===== src/rtl/mem_ctrl_if.sv =====
// mem_ctrl_if: RAM bus, fetch port and load/store port of mem_ctrl.
interface mem_ctrl_if;
  logic        rdy;
  logic        io_buffer_full;
  logic        rob_clear;
  logic [7:0]  mem_din;
  logic [7:0]  mem_dout;
  logic [31:0] mem_a;
  logic        mem_wr;
  logic        if_en;
  logic [31:0] if_pc;
  logic        if_done;
  logic [31:0] if_data;
  logic        lsb_en;
  logic        lsb_wr;
  logic [1:0]  lsb_len;
  logic [31:0] lsb_addr;
  logic [31:0] lsb_w_data;
  logic        lsb_done;
  logic [31:0] lsb_r_data;
  modport slave (
    input  rdy, io_buffer_full, rob_clear, mem_din, if_en, if_pc,
           lsb_en, lsb_wr, lsb_len, lsb_addr, lsb_w_data,
    output mem_dout, mem_a, mem_wr, if_done, if_data, lsb_done, lsb_r_data
  );
  modport master (
    output rdy, io_buffer_full, rob_clear, mem_din, if_en, if_pc,
           lsb_en, lsb_wr, lsb_len, lsb_addr, lsb_w_data,
    input  mem_dout, mem_a, mem_wr, if_done, if_data, lsb_done, lsb_r_data
  );
endinterface


===== src/rtl/mem_ctrl.sv =====
// mem_ctrl: byte-serial RAM arbiter for instruction fetch and load/store.
// Define MEM_CTRL_IO_STALL_EN to hold stores to address[17:16]==2'b11 while io_buffer_full is set.
module mem_ctrl (
  input logic       clk,
  input logic       rst,
  mem_ctrl_if.slave m
);
  typedef enum logic [1:0] {IDLE, FETCH, LOAD, STORE} state_t;
  state_t      state_q, state_d;
  logic [2:0]  k_q, k_d, len_q, len_d, lsb_l;
  logic [31:0] a_q, a_d, mem_a_q, mem_a_d, if_data_q, if_data_d, lsb_r_data_q, lsb_r_data_d;
  logic [31:0] next_a, word;
  logic [23:0] wd_q, wd_d, buf_q, buf_d;
  logic [7:0]  mem_dout_q, mem_dout_d;
  logic        mem_wr_q, mem_wr_d, if_done_q, if_done_d, lsb_done_q, lsb_done_d;
  logic        stall, acc_lsb, acc_if, last;
`ifdef MEM_CTRL_IO_STALL_EN
  assign stall = m.io_buffer_full && (state_q == IDLE ? m.lsb_addr[17:16] : a_q[17:16]) == 2'b11;
`else
  logic unused_io;
  assign stall = 1'b0;
  assign unused_io = m.io_buffer_full;
`endif
  assign lsb_l   = m.lsb_len == 2'b00 ? 3'd1 : m.lsb_len == 2'b01 ? 3'd2 : 3'd4;
  // a requester whose done is still visible is holding its stale request
  assign acc_lsb = m.lsb_en && !lsb_done_q && !(m.rob_clear && !m.lsb_wr);
  assign acc_if  = m.if_en && !if_done_q;
  assign last    = k_q + 3'd1 == len_q;
  assign next_a  = a_q + 32'(k_q) + 32'd1;
  assign word    = len_q == 3'd4 ? {m.mem_din, buf_q} :
                   len_q == 3'd2 ? {16'd0, m.mem_din, buf_q[23:16]} : {24'd0, m.mem_din};
  always_comb begin
    state_d      = state_q;
    k_d          = k_q;
    len_d        = len_q;
    a_d          = a_q;
    wd_d         = wd_q;
    buf_d        = buf_q;
    mem_a_d      = mem_a_q;
    mem_dout_d   = mem_dout_q;
    mem_wr_d     = 1'b0;
    if_done_d    = 1'b0;
    lsb_done_d   = 1'b0;
    if_data_d    = if_data_q;
    lsb_r_data_d = lsb_r_data_q;
    case (state_q)
      IDLE: begin
        if (acc_lsb) begin
          state_d    = m.lsb_wr ? STORE : LOAD;
          k_d        = 3'd0;
          len_d      = lsb_l;
          a_d        = m.lsb_addr;
          mem_a_d    = m.lsb_addr;
          wd_d       = m.lsb_w_data[31:8];
          mem_dout_d = m.lsb_w_data[7:0];
          mem_wr_d   = m.lsb_wr && !stall;
        end else if (acc_if) begin
          state_d = FETCH;
          k_d     = 3'd0;
          len_d   = 3'd4;
          a_d     = m.if_pc;
          mem_a_d = m.if_pc;
        end
      end
      FETCH, LOAD: begin
        if (state_q == LOAD && m.rob_clear) begin
          state_d = IDLE;
          k_d     = 3'd0;
        end else begin
          k_d = k_q + 3'd1;
          if (k_q != 3'd0) buf_d = {m.mem_din, buf_q[23:8]};
          if (k_q + 3'd1 < len_q) mem_a_d = next_a;
          if (k_q == len_q) begin
            state_d      = IDLE;
            k_d          = 3'd0;
            if_done_d    = state_q == FETCH;
            lsb_done_d   = state_q == LOAD;
            if_data_d    = state_q == FETCH ? word : if_data_q;
            lsb_r_data_d = state_q == LOAD ? word : lsb_r_data_q;
          end
        end
      end
      default: begin
        // mem_wr_q low in STORE means byte k is still waiting to be written
        if (!mem_wr_q) begin
          mem_wr_d = !stall;
        end else if (last) begin
          state_d    = IDLE;
          k_d        = 3'd0;
          lsb_done_d = 1'b1;
        end else begin
          k_d        = k_q + 3'd1;
          mem_a_d    = next_a;
          wd_d       = {8'd0, wd_q[23:8]};
          mem_dout_d = wd_q[7:0];
          mem_wr_d   = !stall;
        end
      end
    endcase
  end
  always_ff @(posedge clk) begin
    if (rst) begin
      state_q      <= IDLE;
      k_q          <= 3'd0;
      len_q        <= 3'd0;
      a_q          <= 32'd0;
      wd_q         <= 24'd0;
      buf_q        <= 24'd0;
      mem_a_q      <= 32'd0;
      mem_dout_q   <= 8'd0;
      mem_wr_q     <= 1'b0;
      if_done_q    <= 1'b0;
      lsb_done_q   <= 1'b0;
      if_data_q    <= 32'd0;
      lsb_r_data_q <= 32'd0;
    end else if (m.rdy) begin
      state_q      <= state_d;
      k_q          <= k_d;
      len_q        <= len_d;
      a_q          <= a_d;
      wd_q         <= wd_d;
      buf_q        <= buf_d;
      mem_a_q      <= mem_a_d;
      mem_dout_q   <= mem_dout_d;
      mem_wr_q     <= mem_wr_d;
      if_done_q    <= if_done_d;
      lsb_done_q   <= lsb_done_d;
      if_data_q    <= if_data_d;
      lsb_r_data_q <= lsb_r_data_d;
    end
  end
  assign m.mem_a      = mem_a_q;
  assign m.mem_dout   = mem_dout_q;
  assign m.mem_wr     = mem_wr_q;
  assign m.if_done    = if_done_q;
  assign m.if_data    = if_data_q;
  assign m.lsb_done   = lsb_done_q;
  assign m.lsb_r_data = lsb_r_data_q;
endmodule


===== src/flat_wrapper.sv =====
// flat-port wrapper written by rule: the top's interface ports become plain ports
module mem_ctrl_flat 
  (clk, rst, m_rdy, m_io_buffer_full, m_rob_clear, m_mem_din, m_if_en, m_if_pc, m_lsb_en, m_lsb_wr, m_lsb_len, m_lsb_addr, m_lsb_w_data, m_mem_dout, m_mem_a, m_mem_wr, m_if_done, m_if_data, m_lsb_done, m_lsb_r_data);
  mem_ctrl_if m_i ();
  input logic clk;
  input logic rst;
  input wire logic [$bits(m_i.rdy)-1:0] m_rdy;
  input wire logic [$bits(m_i.io_buffer_full)-1:0] m_io_buffer_full;
  input wire logic [$bits(m_i.rob_clear)-1:0] m_rob_clear;
  input wire logic [$bits(m_i.mem_din)-1:0] m_mem_din;
  input wire logic [$bits(m_i.if_en)-1:0] m_if_en;
  input wire logic [$bits(m_i.if_pc)-1:0] m_if_pc;
  input wire logic [$bits(m_i.lsb_en)-1:0] m_lsb_en;
  input wire logic [$bits(m_i.lsb_wr)-1:0] m_lsb_wr;
  input wire logic [$bits(m_i.lsb_len)-1:0] m_lsb_len;
  input wire logic [$bits(m_i.lsb_addr)-1:0] m_lsb_addr;
  input wire logic [$bits(m_i.lsb_w_data)-1:0] m_lsb_w_data;
  output wire logic [$bits(m_i.mem_dout)-1:0] m_mem_dout;
  output wire logic [$bits(m_i.mem_a)-1:0] m_mem_a;
  output wire logic [$bits(m_i.mem_wr)-1:0] m_mem_wr;
  output wire logic [$bits(m_i.if_done)-1:0] m_if_done;
  output wire logic [$bits(m_i.if_data)-1:0] m_if_data;
  output wire logic [$bits(m_i.lsb_done)-1:0] m_lsb_done;
  output wire logic [$bits(m_i.lsb_r_data)-1:0] m_lsb_r_data;
  assign m_i.rdy = m_rdy;
  assign m_i.io_buffer_full = m_io_buffer_full;
  assign m_i.rob_clear = m_rob_clear;
  assign m_i.mem_din = m_mem_din;
  assign m_i.if_en = m_if_en;
  assign m_i.if_pc = m_if_pc;
  assign m_i.lsb_en = m_lsb_en;
  assign m_i.lsb_wr = m_lsb_wr;
  assign m_i.lsb_len = m_lsb_len;
  assign m_i.lsb_addr = m_lsb_addr;
  assign m_i.lsb_w_data = m_lsb_w_data;
  assign m_mem_dout = m_i.mem_dout;
  assign m_mem_a = m_i.mem_a;
  assign m_mem_wr = m_i.mem_wr;
  assign m_if_done = m_i.if_done;
  assign m_if_data = m_i.if_data;
  assign m_lsb_done = m_i.lsb_done;
  assign m_lsb_r_data = m_i.lsb_r_data;
  mem_ctrl u_core (.clk(clk), .rst(rst), .m(m_i));
endmodule

===== config.mk =====
export PLATFORM = sky130hd
export DESIGN_NAME = mem_ctrl_flat
export DESIGN_NICKNAME = d
export VERILOG_FILES = /design/src/rtl/mem_ctrl_if.sv /design/src/rtl/mem_ctrl.sv /design/src/flat_wrapper.sv
export SDC_FILE = /design/constraint.sdc
export NUM_CORES = 1
export LEC_CHECK = 0
export BUFFER_PORTS_ARGS = -buffer_cell sky130_fd_sc_hd__buf_2
export CORE_AREA = 2 2 175 177
export DETAILED_ROUTE_END_ITERATION = 16
export DIE_AREA = 0 0 177 179
export GPL_TIMING_DRIVEN = 0
export MAX_ROUTING_LAYER = met4
export REMOVE_ABC_BUFFERS = 1
export SLEW_MARGIN = 20
export SYNTH_ARGS = -nofsm -noshare
export SYNTH_HDL_FRONTEND = slang
export SYNTH_SLANG_ARGS = --single-unit

===== constraint.sdc =====
create_clock -name clk -period 6.1 [get_ports clk]
set_input_delay 0.305 -clock clk [delete_from_list [all_inputs] [get_ports clk]]
set_output_delay 0.305 -clock clk [all_outputs]
set_load 0.01 [all_outputs]

==> results of run 1 <==
## cell families after synthesis
logic type,after synthesis,share of synthesized area (%)
DFF,195,44.01
xor gates and xnor gates,31,3.061
and+or+nand+nor,383,19.11
muxes,70,7.900
buffers and inverters,96,5.276
AOI/OAI and AO/OA,255,18.58
adders and majority gates,14,2.060
## routing by layer
metal	part of all wire [%]	vias up
met5	0	-
met2	49	145
met1	46	3701
li1	-	4019
met3	3.6	30
met4	1.5	0
## sequential cells by signal, summed over array words and instances, names as in the netlist, 2 cells and up
signal and count:
u_core.buf_q 24, u_core.len_q 3, u_core.m.lsb_r_data 32, u_core.a_q 32, u_core.k_q 3, u_core.state_q 2, u_core.m.if_data 32, u_core.m.mem_a 32
u_core.wd_q 24, u_core.m.mem_dout 8
## how the worst min path moves through the flow
stage / to / slack, ns / cells after the start
after floorplan: u_core.buf_q[0] / 0.37 / 1
after global placement: u_core.m.mem_a[6] / 0.44 / 2
after detailed placement: u_core.m.mem_a[13] / 0.44 / 1
after CTS: u_core.wd_q[16] / 0.1 / 3
after global routing: u_core.wd_q[19] / 0.11 / 3
final: u_core.wd_q[16] / 0.12 / 3
## worst min-delay path, delay by kind of cell
kind / cells / cell delay (ns)
AND/OR/NAND/NOR: 1 / 0.07
buffers and inverters: 1 / 0.08
AO/OA/AOI/OAI: 1 / 0.05
## synth_stat cells, types with 6 or more instances
library cell / count
a21oi_1: 105
o2bb2ai_1: 8
a22oi_1: 18
nand4_1: 12
ha_1: 13
clkbuf_1: 37
dfxtp_1: 195
nand2_1: 177
mux2i_1: 70
buf_2: 25
o211ai_1: 12
a211oi_1: 69
xor2_1: 12
o21ai_0: 18
nand3_1: 44
xnor2_1: 19
nor3_1: 7
buf_4: 6
inv_1: 16
nor2_1: 104
and3_1: 9
## power groups by stage
stage | Clock, mW | Sequential [mW] | Combinational, mW
2_1_floorplan | 0 | 1.45 | 0.311
3_3_place_gp | 0 | 1.43 | 0.530
3_5_place_dp | 0 | 1.44 | 0.554
4_1_cts | 1.16 | 1.41 | 0.556
5_1_grt | 1.21 | 1.42 | 0.610
6_report | 1.12 | 1.41 | 0.548
## final cells by class
class / count / area [sq um]
fillers: 3116 / 19080
multi-input cells: 753 / 4552
flip-flops and latches: 195 / 3904
repair buffers: 233 / 1335
well taps: 396 / 495.5
clock buffers: 17 / 425.4
clock inverters: 15 / 168.9
inverters: 17 / 63.81
diodes: 1 / 2.502
==> flow_summary.json, run 1 <==
{
  "ir_drop_v": 0.0001816,
  "synth.top_cell.area_share_pct": 44.01,
  "grt_use_met2_pct": 26.13,
  "synth_cell_type_count": 57,
  "drt-total-wl_microns": 24650,
  "crit_path_top_delay_cell": "or2_1",
  "synth_ff_type": "dfxtp_1",
  "grt_util_met1_pct": 20.18,
  "yosys.area.top_type": "dfxtp_1",
  "crit_type": "flip-flop to flip-flop",
  "startpoint": "u_core.k_q[1]",
  "drtAntennaViolNets": 0,
  "setup_violations": 0,
  "drc_errors": 0,
  "drv_slew": 0,
  "rr_endpoint": "u_core.m.mem_a[25]",
  "place_inst": 1594,
  "rows": 64,
  "fmax_ghz": 0.2920,
  "crit_path_end_kind": "flip-flop",
  "holdCritPathClass": "input port to flip-flop",
  "vias": 7895,
  "grt_pass1_wl_microns": 39220,
  "switching_share_pct": 30.83,
  "synthesis.area_sq_um": 8870,
  "start_kind": "flip-flop",
  "htree_num_levels": 4,
  "critical_path_required_ns": 6.43,
  "regToRegStartpoint": "u_core.k_q[1]",
  "grt_usage_pct": 15.89,
  "finalSetupTns_ns": 0,
  "syn_area_per_cell_sq_um": 8.496,
  "preCtsSetupSlack_ns": 2.570,
  "power_density_nw_per_um2": 280.7,
  "firstDrtPassIters": 5,
  "finalCritPeriodShare_pct": 56.14,
  "final_cells": 1627,
  "die-area_sq_um": 31680,
  "yosys-top-cells-area": "dfxtp_1, mux2i_1, nand2_1",
  "period_minus_slack_ns": 3.425,
  "place.gp.congestion": 0.7679,
  "grt_pass1_vias": 7394,
  "arrival_ns": 3.76,
  "post_dp_cell_area_sq_um": 10340,
  "seqPwrFrac_pct": 45.8,
  "cp_cell_sequence": "ha_1, nor2b_1, or2_2, ha_1, o21ai_0, a21boi_0, or2_1, nor2_1, a32o_1",
  "final_core_util_pct": 36.45,
  "finalPower_mw": 3.073,
  "gr-max-usage-layer": "met2",
  "crit_path_max_fanout": 20,
  "final_cell_mix": "buf_2, dfxtp_1, nand2_1",
  "clk_pin_slew_ns": 0.09,
  "critical_path_buf_inv_count": 0,
  "cts_buffers": 17,
  "cp.depth": 9,
  "final_hold_viol_count": 0,
  "antenna_found_initial": 1,
  "layout_commonest_cell": "buf_2",
  "fin_area_sq_um": 10950,
  "relSlewSlack_pct": 36.14,
  "ys_warn_count": 0,
  "p_switching_mw": 0.9473,
  "power_frac_comb_pct": 17.8,
  "ff2ff_path_depth": 9,
  "power.internal_mw": 2.125,
  "ys_seq_area_share_pct": 44.01,
  "hold_slack_ns": 0.1197,
  "die_h_microns": 179,
  "cts_max_path_buffers": 2,
  "postSynth.asyncResetShare_pct": 0,
  "clkLatencyLatePin_ns": 0.43,
  "grt_overflow": 0,
  "drtIter0Drc": 521,
  "ioPinCount": 221,
  "setup_ws_ns": 2.675,
  "cts_resized": 0,
  "routedWlPerCell_microns": 15.15,
  "cpPeakStageDelay_ns": 0.83,
  "ys_ff_latch": 195,
  "via_per_inst": 4.852,
  "die_x_microns": 177,
  "max_cap_violations": 0,
  "tightestPinTransition_ns": 0.9580,
  "r2r_slack_ns": 2.68,
  "power.leakage_nw": 4.434,
  "synth-edff-count": 0,
  "final_nets": 1345,
  "cts_tree": "yes",
  "cts-hold-fix-buffers": 0,
  "grt_max_degree": 110,
  "finClkSkew_ns": 0.01474,
  "crit_top_cell": "ha_1",
  "post-dp-hpwl_microns": 17300,
  "drive_gt1_share_pct": 23.82,
  "cp-endpoint": "u_core.m.mem_a[25]",
  "grt_setup_unrepaired": "false",
  "synthCells": 1044,
  "grtUsageMet3_pct": 2.693,
  "syn_to_final_growth_pct": 23.42,
  "root_buffer": "clkbuf_16",
  "crit_family": "simple AND/OR/NAND/NOR gates",
  "hp-start": "m_lsb_w_data[24]",
  "status": "finished, final reports clean",
  "p_clk_share_pct": 36.4,
  "core_sq_um": 30030,
  "clock_sinks": 195,
  "numPortBuffers": 219,
  "postCtsSetupBuffers": 0,
  "floorplan.initialDensity_pct": 29.54
}
(Power assumes the default switching activity.)
==> inputs of run 2 (changes only) <==
- clock period: 6.1 -> 3.5 ns (I/O delays scaled with it)
==> run 2 against run 1 <==
Compared with the run above: first-iteration DRC count is 3.1% lower; power is 75% higher; sequential power is 74% higher; highest routed layer unchanged; die area stayed put; critical path type unchanged; clock-buffer cell count stayed put.
==> flow_summary.json, run 2 (synthesized netlist as in run 1, its figures left out) <==
{
  "layout_commonest_cell": "buf_2",
  "power.leakage_nw": 4.473,
  "postCtsSetupBuffers": 0,
  "crit_path_max_fanout": 17,
  "rows": 64,
  "drtAntennaViolNets": 0,
  "die_x_microns": 177,
  "root_buffer": "clkbuf_16",
  "routedWlPerCell_microns": 15.14,
  "post-dp-hpwl_microns": 17300,
  "final_cell_mix": "buf_2, dfxtp_1, nand2_1",
  "floorplan.initialDensity_pct": 29.54,
  "die-area_sq_um": 31680,
  "power_density_nw_per_um2": 486.2,
  "drive_gt1_share_pct": 23.73,
  "holdCritPathClass": "input port to flip-flop",
  "grt_overflow": 0,
  "grtUsageMet3_pct": 2.587,
  "grt_pass1_vias": 7457,
  "place.gp.congestion": 0.7679,
  "grt_pass1_wl_microns": 39450,
  "numPortBuffers": 219,
  "drc_errors": 0,
  "relSlewSlack_pct": 39.71,
  "die_h_microns": 179,
  "drv_slew": 0,
  "ioPinCount": 221,
  "preCtsSetupSlack_ns": -0.03020,
  "grt_max_degree": 110,
  "finalSetupTns_ns": 0,
  "cts_max_path_buffers": 2,
  "vias": 7895,
  "finalCritPeriodShare_pct": 91.68,
  "final_hold_viol_count": 0,
  "start_kind": "flip-flop",
  "tightestPinTransition_ns": 0.9014,
  "core_sq_um": 30030,
  "crit_type": "flip-flop to flip-flop",
  "grt_util_met1_pct": 20.33,
  "grt_use_met2_pct": 26.31,
  "firstDrtPassIters": 5,
  "status": "finished, final reports clean",
  "clkLatencyLatePin_ns": 0.43,
  "period_minus_slack_ns": 3.209,
  "fmax_ghz": 0.3116,
  "gr-max-usage-layer": "met2",
  "finClkSkew_ns": 0.01501,
  "setup_ws_ns": 0.2913,
  "arrival_ns": 3.59,
  "syn_to_final_growth_pct": 24.40,
  "cts_tree": "yes",
  "antenna_found_initial": 0,
  "ir_drop_v": 0.0003184,
  "htree_num_levels": 4,
  "setup_violations": 0,
  "critical_path_required_ns": 3.88,
  "clock_sinks": 195,
  "diodes": 0,
  "drt-total-wl_microns": 24760,
  "max_cap_violations": 0,
  "final_nets": 1354,
  "drtIter0Drc": 505,
  "nFillCells": 3106,
  "grt_usage_pct": 15.98,
  "cts_buffers": 17,
  "clk_pin_slew_ns": 0.09,
  "crit_path_end_kind": "flip-flop",
  "grt_setup_unrepaired": "false",
  "via_per_inst": 4.829
}
## run 2: changes by cell type in the layout (fill, tap and decap cells not counted), sizes merged
cell         previous run  this run
diode                   1         0
dlygate4sd3             0         9
## run 2: power breakdown
| part | total, mW | internal, mW | leakage, nW | switching (mW) |
|---|---|---|---|---|
| Sequential | 2.45 | 2.36 | 1.59 | 0.0961 |
| Combinational | 0.966 | 0.393 | 2.60 | 0.573 |
| Clock | 1.95 | 0.962 | 0.290 | 0.986 |
| Total | 5.37 | 3.71 | 4.47 | 1.65 |
## run 2: timing repair
action | 4_1_cts | 5_1_grt
setup endpoints to repair | 13 | 3
hold buffers | 9 | 0
gates resized for setup | 1 | 1
gates cloned | 0 | 0
pin swaps | 0 | 0
endpoints found under the hold margin | 9 | 0
## run 2: metal layers
metal / up-vias / part of all wire [%]
met3: 26 / 3.9
li1: 4031 / -
met4: 0 / 1.3
met5: - / 0
met2: 153 / 49
met1: 3685 / 46
## run 2: cell type report
| cell class | count | area (sq um) | area share, % |
|---|---|---|---|
| Tap cell | 396 | 495.5 | 4.490 |
| Timing Repair Buffer | 242 | 1425 | 12.92 |
| Clock buffer | 17 | 425.4 | 3.855 |
| Clock inverter | 15 | 168.9 | 1.531 |
| Sequential cell | 195 | 3904 | 35.38 |
| Inverter | 17 | 63.81 | 0.5783 |
| Multi-Input combinational cell | 753 | 4552 | 41.25 |
## run 2: path summary, 6_finish.rpt
check | startpoint | end | slack [ns] | depth (start not counted)
setup / recovery | u_core.k_q[1] | u_core.m.mem_a[30] | 0.29 | 9
hold / removal | m_mem_din[5] | u_core.buf_q[21] | 0.03 | 3
setup reg to reg | u_core.k_q[1] | u_core.m.mem_a[30] | 0.29 | 9
hold reg to reg | u_core.m.lsb_r_data[20] | u_core.m.lsb_r_data[20] | 0.45 | 2
## run 2: through the flow
stage / std cells / cell area, sq um / total power, mW / hold WS (ns) / util, %
4_1_cts: 1635 / 11030 / 5.446 / 0.01022 / 36.73
2_1_floorplan: 965 / 8466 / 3.062 / 0.2441 / -
3_5_place_dp: 1594 / 10340 / 3.467 / 0.4171 / 34.45
3_3_place_gp: 1580 / 10060 / 3.421 / 0.4152 / 33.49
5_1_grt: 1635 / 11030 / 5.650 / 0.01536 / 36.75
6_report: 1635 / 11030 / 5.365 / 0.03358 / 36.75
## run 2: worst max-delay path, stage by stage (launching register included)
cell      delay (ns)
dfxtp_1         0.49
ha_1            0.22
nor2b_1         0.06
or2_2           0.30
ha_1            0.29
o21ai_0         0.07
a21boi_0        0.64
nor2_4          0.25
nor2_2          0.60
a22o_1          0.25
==> inputs of run 3 (changes only) <==
- RECOVER_POWER: not set -> 25
==> run 3 against run 2 <==
Compared with the run above: routed wire length increased by 0.51%; register-to-register slack better by 0.04 ns; non-clock buffer count unchanged.
==> flow_summary.json, run 3 (synthesized netlist as in run 1, its figures left out) <==
{
  "finClkSkew_ns": 0.01483,
  "critical_path_required_ns": 3.87,
  "r2r_slack_ns": 0.33,
  "routedWlPerCell_microns": 15.22,
  "crit_family": "simple AND/OR/NAND/NOR gates",
  "vias": 7919,
  "cp.depth": 9,
  "ioPinCount": 221,
  "grt_max_degree": 110,
  "drt-total-wl_microns": 24890,
  "die_x_microns": 177,
  "final_hold_viol_count": 0,
  "drive_gt1_share_pct": 17.68,
  "root_buffer": "clkbuf_16",
  "holdCritPathClass": "input port to flip-flop",
  "seqPwrFrac_pct": 45.8,
  "antenna_found_initial": 0,
  "drv_slew": 0,
  "crit_top_cell": "ha_1",
  "arrival_ns": 3.55,
  "ff2ff_path_depth": 9,
  "fmax_ghz": 0.3151,
  "hold_slack_ns": 0.03542,
  "power.internal_mw": 3.699,
  "power_density_nw_per_um2": 489.9,
  "status": "finished, final reports clean",
  "grt_overflow": 0,
  "fin_area_sq_um": 10940,
  "diodes": 0,
  "cts_max_path_buffers": 2,
  "syn_to_final_growth_pct": 23.35,
  "critical_path_buf_inv_count": 0,
  "layout_commonest_cell": "dfxtp_1",
  "setup_violations": 0,
  "cts_buffers": 17,
  "switching_share_pct": 30.98,
  "grt_usage_pct": 15.98,
  "via_per_inst": 4.843,
  "grt_pass1_wl_microns": 39450,
  "final_cell_mix": "dfxtp_1, nand2_1, buf_2",
  "drc_errors": 0,
  "finalPower_mw": 5.359,
  "preCtsSetupSlack_ns": -0.03020,
  "max_cap_violations": 0,
  "crit_type": "flip-flop to flip-flop",
  "relSlewSlack_pct": 39.57,
  "p_switching_mw": 1.660,
  "cp_cell_sequence": "ha_1, nor2b_1, or2_2, ha_1, o21ai_0, a21boi_0, nor2_4, nor2_2, a22o_1",
  "die-area_sq_um": 31680,
  "finalCritPeriodShare_pct": 90.67,
  "crit_path_top_delay_cell": "a21boi_0",
  "post-dp-hpwl_microns": 17300,
  "crit_path_max_fanout": 17,
  "numPortBuffers": 219,
  "power.leakage_nw": 4.152,
  "cpPeakStageDelay_ns": 0.61,
  "regToRegStartpoint": "u_core.k_q[1]",
  "setup_ws_ns": 0.3264,
  "p_clk_share_pct": 36.4,
  "floorplan.initialDensity_pct": 29.54,
  "core_sq_um": 30030,
  "drtAntennaViolNets": 0,
  "drtIter0Drc": 499,
  "clock_sinks": 195,
  "die_h_microns": 179,
  "startpoint": "u_core.k_q[1]",
  "cp-endpoint": "u_core.m.mem_a[15]",
  "crit_path_end_kind": "flip-flop",
  "ir_drop_v": 0.0003161,
  "rr_endpoint": "u_core.m.mem_a[15]",
  "period_minus_slack_ns": 3.174,
  "cts_tree": "yes",
  "grt_pass1_vias": 7457,
  "htree_num_levels": 4,
  "grt_setup_unrepaired": "false",
  "clkLatencyLatePin_ns": 0.43,
  "hp-start": "m_mem_din[0]",
  "final_nets": 1354,
  "post_dp_cell_area_sq_um": 10340,
  "power_frac_comb_pct": 17.8,
  "tightestPinTransition_ns": 0.9035,
  "start_kind": "flip-flop",
  "finalSetupTns_ns": 0,
  "rows": 64,
  "firstDrtPassIters": 5,
  "clk_pin_slew_ns": 0.08,
  "place.gp.congestion": 0.7679
}
==> run 3: cell count changes in the layout (fill, tap and decap cells not counted) <==
cell and change:
buf_2 -75, clkbuf_1 +75
==> run 3: power by group through the flow <==
stage | Clock [mW] | Combinational, mW | Sequential, mW
after floorplan | 0 | 0.542 | 2.52
after global placement | 0 | 0.924 | 2.50
after detailed placement | 0 | 0.965 | 2.50
after CTS | 2.02 | 0.979 | 2.45
after global routing | 2.10 | 1.06 | 2.47
final | 1.95 | 0.954 | 2.45
==> run 3: final cells by class <==
cell class / count / area [sq um]
Clock buffer: 17 / 425.4
Clock inverter: 15 / 168.9
Fill cell: 3140 / 19090
Inverter: 17 / 63.81
Multi-Input combinational cell: 753 / 4552
Sequential cell: 195 / 3904
Tap cell: 396 / 495.5
Timing Repair Buffer: 242 / 1331
==> run 3: worst register-to-register path, stage by stage (launching register included) <==
cell and delay, ns:
dfxtp_1 0.49, ha_1 0.23, nor2b_1 0.06, or2_2 0.30
ha_1 0.29, o21ai_0 0.07, a21boi_0 0.61, nor2_4 0.25
nor2_2 0.59, a22o_1 0.24
==> run 3: worst min path at each step <==
stage          slack, ns                to  depth (start not counted)
3_3_place_gp        0.42   u_core.wd_q[19]                          3
2_1_floorplan       0.24   u_core.buf_q[0]                          1
4_1_cts             0.01  u_core.buf_q[16]                          3
6_report            0.04  u_core.buf_q[16]                          3
5_1_grt             0.02  u_core.buf_q[17]                          3
3_5_place_dp        0.42   u_core.wd_q[16]                          3
==> run 3: what timing repair did <==
action	in CTS	in global routing
hold buffers	9	0
endpoints found under the hold margin	9	0
setup buffers	0	0
resized for setup	1	1
setup endpoints to repair	13	3
==> run 3: layer usage <==
layer | wire [microns] | track usage [%]
met1 | 11360 | 20.33
met2 | 12280 | 26.31
met5 | 0 | -
met3 | 967 | 2.587
met4 | 275 | 4.270
==> run 3: through the flow <==
stage,cells,util (%)
6_report,1635,36.43
5_1_grt,1635,36.43
4_1_cts,1635,36.73
3_5_place_dp,1594,34.45
3_3_place_gp,1580,33.49
2_1_floorplan,965,-
